File: config.mk
export PLATFORM = sky130hd
export DESIGN_NAME = ro_pair_compare
export DESIGN_NICKNAME = d
export VERILOG_FILES = /design/src/rtl/ro_pair_compare.sv
export SDC_FILE = /design/constraint.sdc
export NUM_CORES = 1
export LEC_CHECK = 0
export CAP_MARGIN = 25
export CORE_UTILIZATION = 52
export CTS_BUF_LIST = sky130_fd_sc_hd__clkbuf_8 sky130_fd_sc_hd__clkbuf_16
export DETAILED_ROUTE_END_ITERATION = 12
export GPL_TIMING_DRIVEN = 0
export PLACE_DENSITY = 0.81
export SETUP_SLACK_MARGIN = 0.02
export SLEW_MARGIN = 20
export SYNTH_ARGS = -nofsm -noshare
export SYNTH_HDL_FRONTEND = slang
export SYNTH_SLANG_ARGS = --single-unit
File: constraint.sdc
create_clock -name clk -period 2.6 [get_ports clk]
set_input_delay 0.78 -clock clk [delete_from_list [all_inputs] [get_ports clk]]
set_output_delay 0.78 -clock clk [all_outputs]
set_load 0.01 [all_outputs]
File: src/rtl/ro_pair_compare.sv
// Ring-oscillator pair selector and frequency comparator: two N:1 selectors feed
// synchronised edge counters over a programmable window, yielding one PUF response bit.
module ro_pair_compare #(
   parameter int SEL_W = 4,
   parameter int CNT_W = 16,
   parameter int WIN_W = 16
) (
   input  logic                clk,
   input  logic                rst_n,
   input  logic [2**SEL_W-1:0] ro_in,
   input  logic                start,
   input  logic [SEL_W-1:0]    sel_a,
   input  logic [SEL_W-1:0]    sel_b,
   input  logic [WIN_W-1:0]    win_len,
   output logic                busy,
   output logic                done,
   output logic                resp,
   output logic [CNT_W-1:0]    cnt_a,
   output logic [CNT_W-1:0]    cnt_b,
   output logic                overflow
);

   typedef enum logic [1:0] {IDLE, SETTLE, COUNT, DONE} state_t;

   state_t           r_state;
   state_t           w_stateNext;
   logic             w_accept;
   logic             w_counting;
   logic             w_finish;

   logic [SEL_W-1:0] r_selA;
   logic [SEL_W-1:0] r_selB;
   logic [WIN_W-1:0] r_winLeft;
   logic [1:0]       r_settleCnt;
   logic [2:0]       r_syncA;
   logic [2:0]       r_syncB;
   logic [CNT_W-1:0] r_cntA;
   logic [CNT_W-1:0] r_cntB;
   logic             r_overflow;
   logic             r_resp;
   logic             r_done;

   logic             w_edgeA;
   logic             w_edgeB;
   logic             w_satA;
   logic             w_satB;

   always_ff @(posedge clk) begin
      if (!rst_n) r_state <= IDLE;
      else        r_state <= w_stateNext;
   end

   always_comb begin
      w_stateNext = r_state;
      w_accept    = 1'b0;
      w_counting  = 1'b0;
      w_finish    = 1'b0;
      case (r_state)
         IDLE: begin
            if (start) begin
               w_accept    = 1'b1;
               w_stateNext = SETTLE;
            end
         end
         SETTLE: begin
            if (r_settleCnt == 2'd3) w_stateNext = COUNT;
         end
         COUNT: begin
            w_counting = 1'b1;
            if (r_winLeft <= WIN_W'(1)) w_stateNext = DONE;
         end
         DONE: begin
            w_finish    = 1'b1;
            w_stateNext = IDLE;
         end
         default: w_stateNext = IDLE;
      endcase
   end

   // Bit 0 and 1 form the synchroniser, bit 2 holds the previous sample for edge detection
   assign w_edgeA = r_syncA[1] & ~r_syncA[2];
   assign w_edgeB = r_syncB[1] & ~r_syncB[2];
   assign w_satA  = w_counting & w_edgeA & (r_cntA == {CNT_W{1'b1}});
   assign w_satB  = w_counting & w_edgeB & (r_cntB == {CNT_W{1'b1}});

   always_ff @(posedge clk) begin
      if (!rst_n) begin
         r_selA      <= '0;
         r_selB      <= '0;
         r_winLeft   <= '0;
         r_settleCnt <= '0;
         r_syncA     <= '0;
         r_syncB     <= '0;
         r_cntA      <= '0;
         r_cntB      <= '0;
         r_overflow  <= 1'b0;
         r_resp      <= 1'b0;
         r_done      <= 1'b0;
      end else begin
         r_syncA <= {r_syncA[1:0], ro_in[r_selA]};
         r_syncB <= {r_syncB[1:0], ro_in[r_selB]};
         r_done  <= w_finish;

         if (w_accept) begin
            r_selA      <= sel_a;
            r_selB      <= sel_b;
            r_winLeft   <= (win_len == '0) ? WIN_W'(1) : win_len;
            r_settleCnt <= '0;
            r_cntA      <= '0;
            r_cntB      <= '0;
            r_overflow  <= 1'b0;
         end

         if (r_state == SETTLE) r_settleCnt <= r_settleCnt + 2'd1;

         // Counters stick at all-ones; a lost edge at that point marks overflow
         if (w_counting) begin
            r_winLeft <= r_winLeft - WIN_W'(1);
            if (w_edgeA && !w_satA) r_cntA <= r_cntA + CNT_W'(1);
            if (w_edgeB && !w_satB) r_cntB <= r_cntB + CNT_W'(1);
            if (w_satA || w_satB) r_overflow <= 1'b1;
         end

         if (w_finish) r_resp <= (r_cntA > r_cntB);
      end
   end

   assign busy     = (r_state != IDLE);
   assign done     = r_done;
   assign resp     = r_resp;
   assign cnt_a    = r_cntA;
   assign cnt_b    = r_cntB;
   assign overflow = r_overflow;

endmodule

### Word-level counts from Yosys, hierarchy flattened

Cells that the tools add are included.

| word-level totals | value |
|---|---|
| ROM bits | 0 |
| output and inout bits | 36 |
| bits in registers | 69 |
| latch bits | 0 |
| memories | 0 |
| input port bits | 43 |
| logic and storage cells | 74 |
| memory bits (writable) | 0 |

| cells by class | value |
|---|---|
| $mul | 0 |
| eq/ne operators | 9 |
| div/mod/pow operators | 0 |
| shift-type cells | 0 |
| $lt $le $gt $ge | 4 |
| add/subtract/negate cells | 4 |
| reductions and logical operators | 11 |
| mux-type cells | 26 |
| bitwise logic cells | 8 |

Operators by type and width:

| kind | count |
|---|---|
| 2-to-1 mux 16 bit | 9 |
| adder 16 x 1 -> 16 bit, second input constant | 2 |
| == test 16 bit, second input constant | 2 |
| > comparator 16 bit | 1 |
| less-or-equal comparator 16 x 1 -> 1 bit, second input constant | 1 |
| zero test 16 bit | 1 |
| subtractor 16 x 1 -> 16 bit, second input constant | 1 |
| less-than comparator 4 x 5 -> 1 bit, second input constant | 2 |
| 2-to-1 mux 2 bit | 5 |
| 2-to-1 mux 1 bit | 9 |
| binary-select mux 1 bit (select 4 bit) | 2 |
| one-hot mux 2 bit (4 select lines) | 1 |
| bitwise AND 1 bit | 6 |
| == test 2 bit, second input constant | 3 |
| != test 2 bit, second input constant | 3 |
| nonzero test 2 bit | 3 |
| AND reduction 3 bit | 1 |
| adder 2 x 1 -> 2 bit, second input constant | 1 |
| == test 2 x 1 -> 1 bit, second input constant | 1 |
| logical AND 1 bit | 2 |
| zero test 1 bit | 2 |
| zero test 2 bit | 1 |
| inverter 1 bit | 2 |
| logical OR 1 bit | 1 |

### Longest topological paths before layout

Gate-level depths: netlist of run 1.

| depth | value |
|---|---|
| depth in word-level cells | 8 |
| mapped depth | 9 |
| mapped depth without buffers | 7 |

### Worst setup path before layout of run 1

Ideal clock, no wire load.

| timing | value |
|---|---|
| kind | register -> register |
| start point | register r_cntA[0], in the netlist cnt_a[0] |
| end point | register r_cntA[14], in the netlist cnt_a[14] |
| clock period less this slack | 2.169 ns |
| setup slack | 0.431 ns |
| arrival time | 2.068 ns |
| library setup time | 0.101 ns |
| path buffers | 1 |
| cell stages (with the launch flop) | 8 |
| required time | 2.499 ns |
| cell sequence | dfxtp_1 ha_1 nand4_1 or4_1 a21oi_1 buf_2 o21ai_0 o41ai_1 |

| between the ends | value |
|---|---|
| longest elaborated chain between the ends | 6 |
| elaborated cells on any way between the ends | 7 |
| classes of those cells | 1 x add/sub; 1 x eq/ne; 2 x mux; 1 x bitwise; 2 x reduce/logical |

Ends and longest elaborated chain:

| element | RTL line | text |
|---|---|---|
| start: declaration | 37 | `logic [CNT_W-1:0] r_cntA;` |
| start signal: assignment | 119 | `if (w_edgeA && !w_satA) r_cntA <= r_cntA + CNT_W'(1);` |
| parallel branches: the longest is 4 deep, another holds adder 16 x 1 -> 16 bit | -- |  |
| 2-to-1 mux 16 bit * | 119 |  |
| 2-to-1 mux 16 bit * | 117 | `if (w_counting) begin` |

Mark *: on every way between the ends.
A chain may end at the register's enable or synchronous reset.

### Worst setup path after layout of run 1

| timing | value |
|---|---|
| start point | register r_state[0] |
| end point | output busy |

| between the ends | value |
|---|---|
| longest elaborated chain between the ends | 1 |

Ends and longest elaborated chain:

| element | RTL line | text |
|---|---|---|
| start: declaration | 25 | `state_t r_state;` |
| start signal: assignment | 50 | `else r_state <= w_stateNext;` |
| nonzero test 2 bit | 128 | `assign busy = (r_state != IDLE);` |
| end: declaration | 15 | `output logic busy,` |

No other way between the ends.

==> results of run 1 <==
worst max-delay path: cells and delay by family, from the launching register on:
family | cells | cell delay [ns]
flip-flops | 1 | 0.40
adder cells (fa/ha/maj) | 1 | 0.23
buffers and inverters | 3 | 0.74
layer usage:
metal | up-vias | global-route usage [%] | share of wire, %
met3 | 19 | 5.82 | 6.1
met2 | 186 | 50.7 | 51
met5 | - | 0 | 0
li1 | 1955 | - | -
met1 | 1902 | 33.9 | 42
met4 | 0 | 9.96 | 1.5
cell usage after synthesis (6+ instances only):
cell type and number:
ha_1 26, a21oi_1 40, or3_1 6, and2_1 10, mux4_2 10, nor2_1 32, nand4_1 13, clkbuf_1 15
o211ai_1 6, a21o_1 9, nand2_1 60, nor4_1 10, nand3_1 25, o21ai_0 38, dfxtp_1 69, nor3_1 18
inv_1 25
worst max path at each step:
stage,from,slack (ns),end,depth (start not counted)
global placement,rst_n,-0.31,cnt_a[14]$_SDFF_PN0_,7
floorplan,cnt_a[0]$_SDFF_PN0_,0.43,cnt_a[14]$_SDFF_PN0_,7
detailed placement,rst_n,-0.31,cnt_a[14]$_SDFF_PN0_,7
CTS,cnt_a[1]$_SDFF_PN0_,0.02,cnt_a[14]$_SDFF_PN0_,7
global route,r_state[1]$_SDFFE_PN0P_,0.04,busy,4
finish,r_state[0]$_SDFFE_PN0P_,0.10,busy,4
final cells by class:
type,count,area share (%)
Buffer,18,1.39
Clock inverter,5,1.44
Clock buffer,11,2.95
Tap cell,99,2.42
Multi-Input combinational cell,371,47.4
Sequential cell,69,26.9
Inverter,26,1.90
Timing Repair Buffer,80,15.5
power by group:
group / switching [mW] / total (mW) / internal, mW
sequential: 0.162 / 1.38 / 1.22
combinational: 0.738 / 1.30 / 0.564
clock: 0.414 / 1.00 / 0.586
per-stage QoR:
| step | hold slack (ns) | util [%] | TNS, ns | area, sq um | worst slack (ns) |
|---|---|---|---|---|---|
| 2_1_floorplan | 0.412 | - | 0 | 3950 | 0.431 |
| 3_3_place_gp | 0.417 | 66.5 | -5.87 | 4850 | -0.311 |
| 3_5_place_dp | 0.426 | 66.5 | -6.70 | 4850 | -0.310 |
| 4_1_cts | 0.443 | 69.8 | 0 | 5090 | 0.0223 |
| 5_1_grt | 0.453 | 70.3 | 0 | 5130 | 0.0412 |
| 6_report | 0.439 | 70.3 | 0 | 5130 | 0.104 |
logic make-up after synthesis:
group | Yosys count | share of synthesized area, %
simple gates | 203 | 26.0
fa+ha+maj | 26 | 8.24
xor+xnor | 7 | 1.55
flops | 69 | 35.0
buf+inv | 44 | 4.22
compound gates | 123 | 18.8
mux | 12 | 6.21
state kept, by name, indices dropped and copies added (netlist names), 2 cells and up:
signal	count
r_selB	4
r_winLeft	16
cnt_a	16
r_state	2
r_selA	4
r_settleCnt	2
r_syncB	3
r_syncA	3
cnt_b	16
timing repair:
| item | in CTS | in global routing |
|---|---|---|
| setup buffers | 0 | 2 |
| endpoints found under the hold margin | 0 | 0 |
| gates cloned | 0 | 0 |
| endpoints found under the setup margin | 5 | 20 |
| resized for setup | 2 | 8 |
==> run_results.csv, run 1 <==
group,metric,value,unit
run_status,status,"finished, final reports clean",
timing,worst_slew_pin_slew,0.776,ns
yosys,async_reset_ff_share,0,%
pwr,finalPower,3.68,mW
yosys,yosysWarnings,0,
timing,setup_violations,0,
finish,nets,644,
setup_path,worstSetupStartpointType,"register",
setup_path,critical-path-slowest-cell,"clkdlybuf4s50_1",
clocking,cts_max_path_buffers,2,
clocking,htreeDepth,3,
clocking,cts.sink_count,69,
timing,max_freq,0.401,GHz
detailed_routing,routed_wl,10700,um
detailed_routing,via_per_inst,5.98,
clocking,cts_tree,"done",
yosys,syn_nets,553,
timing,drv_slew,0,
detailed_routing,drt-pass1-iter-count,5,
timing,period_needed,2.50,ns
global_route,grt_pass1_wl,17400,um
finish,instances_no_fill,679,
min_path,min_path_cells,1,
clocking,cts_buffers,9,
setup_path,r2r_cells,7,
yosys,ys.flop_type,"dfxtp_1",
floorplanning,top_level_ports,79,
finish,ff_latch_area,1380,sq um
pwr,p_per_area,718,nW/um^2
floorplanning,rows,31,
clocking,clk_pin_slew,0.07,ns
placed_design,gp_congestion,0.894,
setup_path,worst-endpoint-required,1.82,ns
timing,fin_skew,0.00891,ns
setup_path,r2r-end,"cnt_a[14]$_SDFF_PN0_",
floorplanning,die_x,89.1,um
min_path,hold_path.class,"reg -> reg",
timing,fin_crit_sh,96.0,%
global_route,grt_pass1_vias,3836,
floorplanning,core_area,7290,sq um
clocking,clkLatencyLatePin,0.35,ns
setup_path,crit_path_max_fanout,4,
setup_path,ff2ff_setup_slack,0.17,ns
min_path,worstHoldStart,"r_syncB[0]$_SDFF_PN0_",
yosys,syn_inst,484,
finish,drive_gt1_share,7.24,%
placed_design,dp.cells,661,
yosys,netlist_area,3950,sq um
clocking,cts_root_buffer,"clkbuf_8",
detailed_routing,route.vias.total,4062,
yosys,synth.top_cell.area_share,35.0,%
pwr,ir_drop,0.000553,V
setup_path,setup.worst_path.end_class,"primary output",
detailed_routing,wire_per_inst,15.8,um
run,drv_cap,0,
setup_path,criticalPathCategory,"reg -> out",
yosys,ys_top_cells_by_area,"dfxtp_1 35%, ha_1 8.2%, mux4_2 5.7%",
yosys,synth_cell_types,56,
placed_design,portBuffers,78,
global_route,grt_usage,28.4,%
detailed_routing,drtIter0Drc,217,
finish,fillCellCount,630,
yosys,synth_seq_cells,69,
floorplanning,initial_core_util,54.1,%
timing,final_hold_viol_count,0,
setup_path,slowest_delay,0.54,ns
timing,maxSlewHeadroom,47.8,%
yosys,synth_edf_count,0,
yosys,yosysSeqAreaShare,35.0,%
min_path,hold_path_end,"r_syncB[1]$_SDFF_PN0_",
finish,multiInputGateArea,2430,sq um
clocking,postCtsHoldBufs,0,
global_route,grt_start_max_net_pins,12,
detailed_routing,drc,0,
floorplanning,dieHeight,89.1,um
finish,final_cell_mix,"78 x clkdlybuf4s50_1, 69 x dfxtp_1, 60 x nand2_1",
pwr,p_leak,1.87,nW
setup_path,r2r-start,"cnt_a[1]$_SDFF_PN0_",
setup_path,worstPathCellList,"inv_1, ha_1, inv_1, clkdlybuf4s50_1",
global_route,grt_overflow,0,
finish,area_delta_synth_final,29.9,%
yosys,yosys.area.top_type,"dfxtp_1",
finish,antenna_cells,0,
setup_path,cpMostUsedCell,"inv_1",
timing,rsz0062_at_grt,"false",
floorplanning,die_area,7940,sq um
global_route,antenna_found_initial,0,
finish,layout_commonest_cell,"clkdlybuf4s50_1",
yosys,synth_area_per_cell,8.16,sq um
setup_path,crit_arrival,1.72,ns
placed_design,place_hpwl,8010,um
detailed_routing,ant_nets,0,
(Power assumes the default switching activity.)
==> run 2: changes to the inputs <==
- CORE_UTILIZATION: 52 -> 56
- PLACE_DENSITY: 0.81 -> 0.86
- clock period: 2.6 -> 3.1 ns (I/O delays scaled with it)
==> run 2 against run 1 <==
First-iteration DRC count grew 7.4%; clock power shrank 31%; critical endpoint is now cnt_a[14]$_SDFF_PN0_; critical path depth grew 3; setup slack gained 0.23 ns; die area shrank 7.0%; global-route usage grew 2.1 points; non-clock buffer count shrank 2; clock-buffer cell count grew 1.
==> run_results.csv, run 2 (synthesized netlist as in run 1, its figures left out) <==
group,metric,value,unit
timing,hold-worst-slack,0.444,ns
clocking,postCtsSetupRepairBufs,0,
clocking,cts.sink_count,69,
timing,tns,0,ns
finish,area_delta_synth_final,27.3,%
setup_path,critical-path-slowest-cell,"clkdlybuf4s50_1",
min_path,hold_path.class,"reg -> reg",
clocking,cts_buffers,9,
finish,nets,642,
global_route,grt_pass1_wl,17800,um
setup_path,worst-endpoint-required,3.34,ns
setup_path,crit_family,"buffers and inverters",
setup_path,r2r-start,"cnt_b[0]$_SDFF_PN0_",
detailed_routing,drc,0,
placed_design,place_hpwl,7790,um
pwr,ir_drop,0.000484,V
detailed_routing,via_per_inst,6.00,
detailed_routing,drt-pass1-iter-count,5,
detailed_routing,ant_nets,0,
placed_design,portBuffers,78,
run_status,status,"finished, final reports clean",
setup_path,r2r-end,"cnt_b[2]$_SDFF_PN0_",
floorplanning,dieHeight,86.0,um
placed_design,gp_congestion,0.870,
floorplanning,top_level_ports,79,
finish,instances_no_fill,673,
timing,setup_violations,0,
detailed_routing,route.vias.total,4041,
placed_design,dp.cells,658,
min_path,min_path_cells,1,
floorplanning,initial_core_util,58.1,%
placed_design,pre_cts_slack,0.0292,ns
timing,period_needed,2.76,ns
pwr,finalPower,2.95,mW
clocking,cts_root_buffer,"clkbuf_8",
finish,fillCellCount,527,
setup_path,ff2ff_setup_slack,0.44,ns
timing,worst_slack,0.338,ns
timing,final_hold_viol_count,0,
floorplanning,die_area,7390,sq um
finish,layout_commonest_cell,"clkdlybuf4s50_1",
timing,fin_crit_sh,89.1,%
clocking,clkLatencyLatePin,0.35,ns
floorplanning,die_x,86.0,um
finish,ff_latch_area,1380,sq um
detailed_routing,routed_wl,10700,um
global_route,grt_start_max_net_pins,11,
timing,max_freq,0.362,GHz
clocking,cts_max_path_buffers,2,
min_path,hold_path_end,"r_syncB[1]$_SDFF_PN0_",
timing,maxSlewHeadroom,34.6,%
clocking,cts_resized,0,
setup_path,worstSetupStartpointType,"input pin",
setup_path,setup.worst_path.end_class,"register",
global_route,grt_usage,30.5,%
pwr,p_per_area,587,nW/um^2
finish,multiInputGateArea,2400,sq um
floorplanning,core_area,6790,sq um
finish,antenna_cells,0,
setup_path,worstSetupPathDepth,7,
setup_path,r2r_cells,6,
timing,rsz0062_at_grt,"false",
global_route,grt_pass1_vias,3876,
global_route,antenna_found_initial,0,
min_path,worstHoldStart,"r_syncB[0]$_SDFF_PN0_",
finish,drive_gt1_share,5.37,%
run,drv_cap,0,
floorplanning,rows,30,
clocking,clk_pin_slew,0.07,ns
clocking,cts_tree,"done",
detailed_routing,drtIter0Drc,233,
setup_path,slowest_delay,0.53,ns
detailed_routing,wire_per_inst,15.9,um
setup_path,worstPathCellList,"clkdlybuf4s50_1, clkbuf_1, nand2_1, a21oi_1, buf_2, o21ai_0, o41ai_1",
clocking,htreeDepth,3,
finish,final_cell_mix,"78 x clkdlybuf4s50_1, 69 x dfxtp_1, 60 x nand2_1",
setup_path,crit_arrival,3.00,ns
global_route,grt_overflow,0,
clocking,postCtsHoldBufs,0,
pwr,p_leak,1.82,nW
timing,fin_skew,0.00581,ns
setup_path,worstPathBufferInverterCount,3,
setup_path,criticalPathCategory,"in -> reg",
timing,drv_slew,0,
setup_path,crit_path_max_fanout,10,
timing,worst_slew_pin_slew,0.971,ns
-- run 2: cell types whose count changed in the layout (fill, tap and decap cells not counted), moves of 2 or more --
cell | before | now
a21oi_1 | 38 | 40
a21oi_2 | 3 | 1
buf_4 | 2 | 0
bufinv_16 | 2 | 0
clkbuf_1 | 13 | 15
clkbuf_2 | 2 | 0
nor4_1 | 8 | 10
-- run 2: power breakdown --
group	internal [mW]	total (mW)	switching, mW
registers	1.02	1.16	0.136
logic	0.474	1.10	0.626
clock network	0.345	0.689	0.344
total	1.84	2.95	1.11
-- run 2: through the flow --
step | util (%) | area (sq um)
6_report | 74.0 | 5030
3_3_place_gp | 71.4 | 4850
2_1_floorplan | - | 3950
3_5_place_dp | 71.4 | 4850
5_1_grt | 74.0 | 5030
4_1_cts | 74.0 | 5030
-- run 2: how the worst max path moves through the flow --
stage	from	end	slack, ns
after floorplan	cnt_a[0]$_SDFF_PN0_	cnt_a[14]$_SDFF_PN0_	0.93
after global placement	rst_n	cnt_a[14]$_SDFF_PN0_	0.06
after detailed placement	rst_n	cnt_a[14]$_SDFF_PN0_	0.03
after CTS	rst_n	cnt_a[14]$_SDFF_PN0_	0.39
after global routing	rst_n	cnt_a[7]$_SDFF_PN0_	0.24
final	rst_n	cnt_a[14]$_SDFF_PN0_	0.34
-- run 2: area by class of cell --
cell class / count / area share (%)
plain buffers: 18 / 1.37
clock buffers: 12 / 3.29
clock inverters: 3 / 0.249
inverters: 26 / 1.94
multi-input cells: 371 / 47.7
flip-flops and latches: 69 / 27.5
well taps: 96 / 2.39
repair buffers: 78 / 15.5
-- run 2: per-layer routing --
layer | global-route usage (%) | wire (um) | vias up
met1 | 36.9 | 4490 | 1921
met3 | 5.00 | 553 | 25
li1 | - | - | 1956
met5 | 0 | 0 | -
met2 | 53.2 | 5430 | 139
met4 | 13.8 | 238 | 0
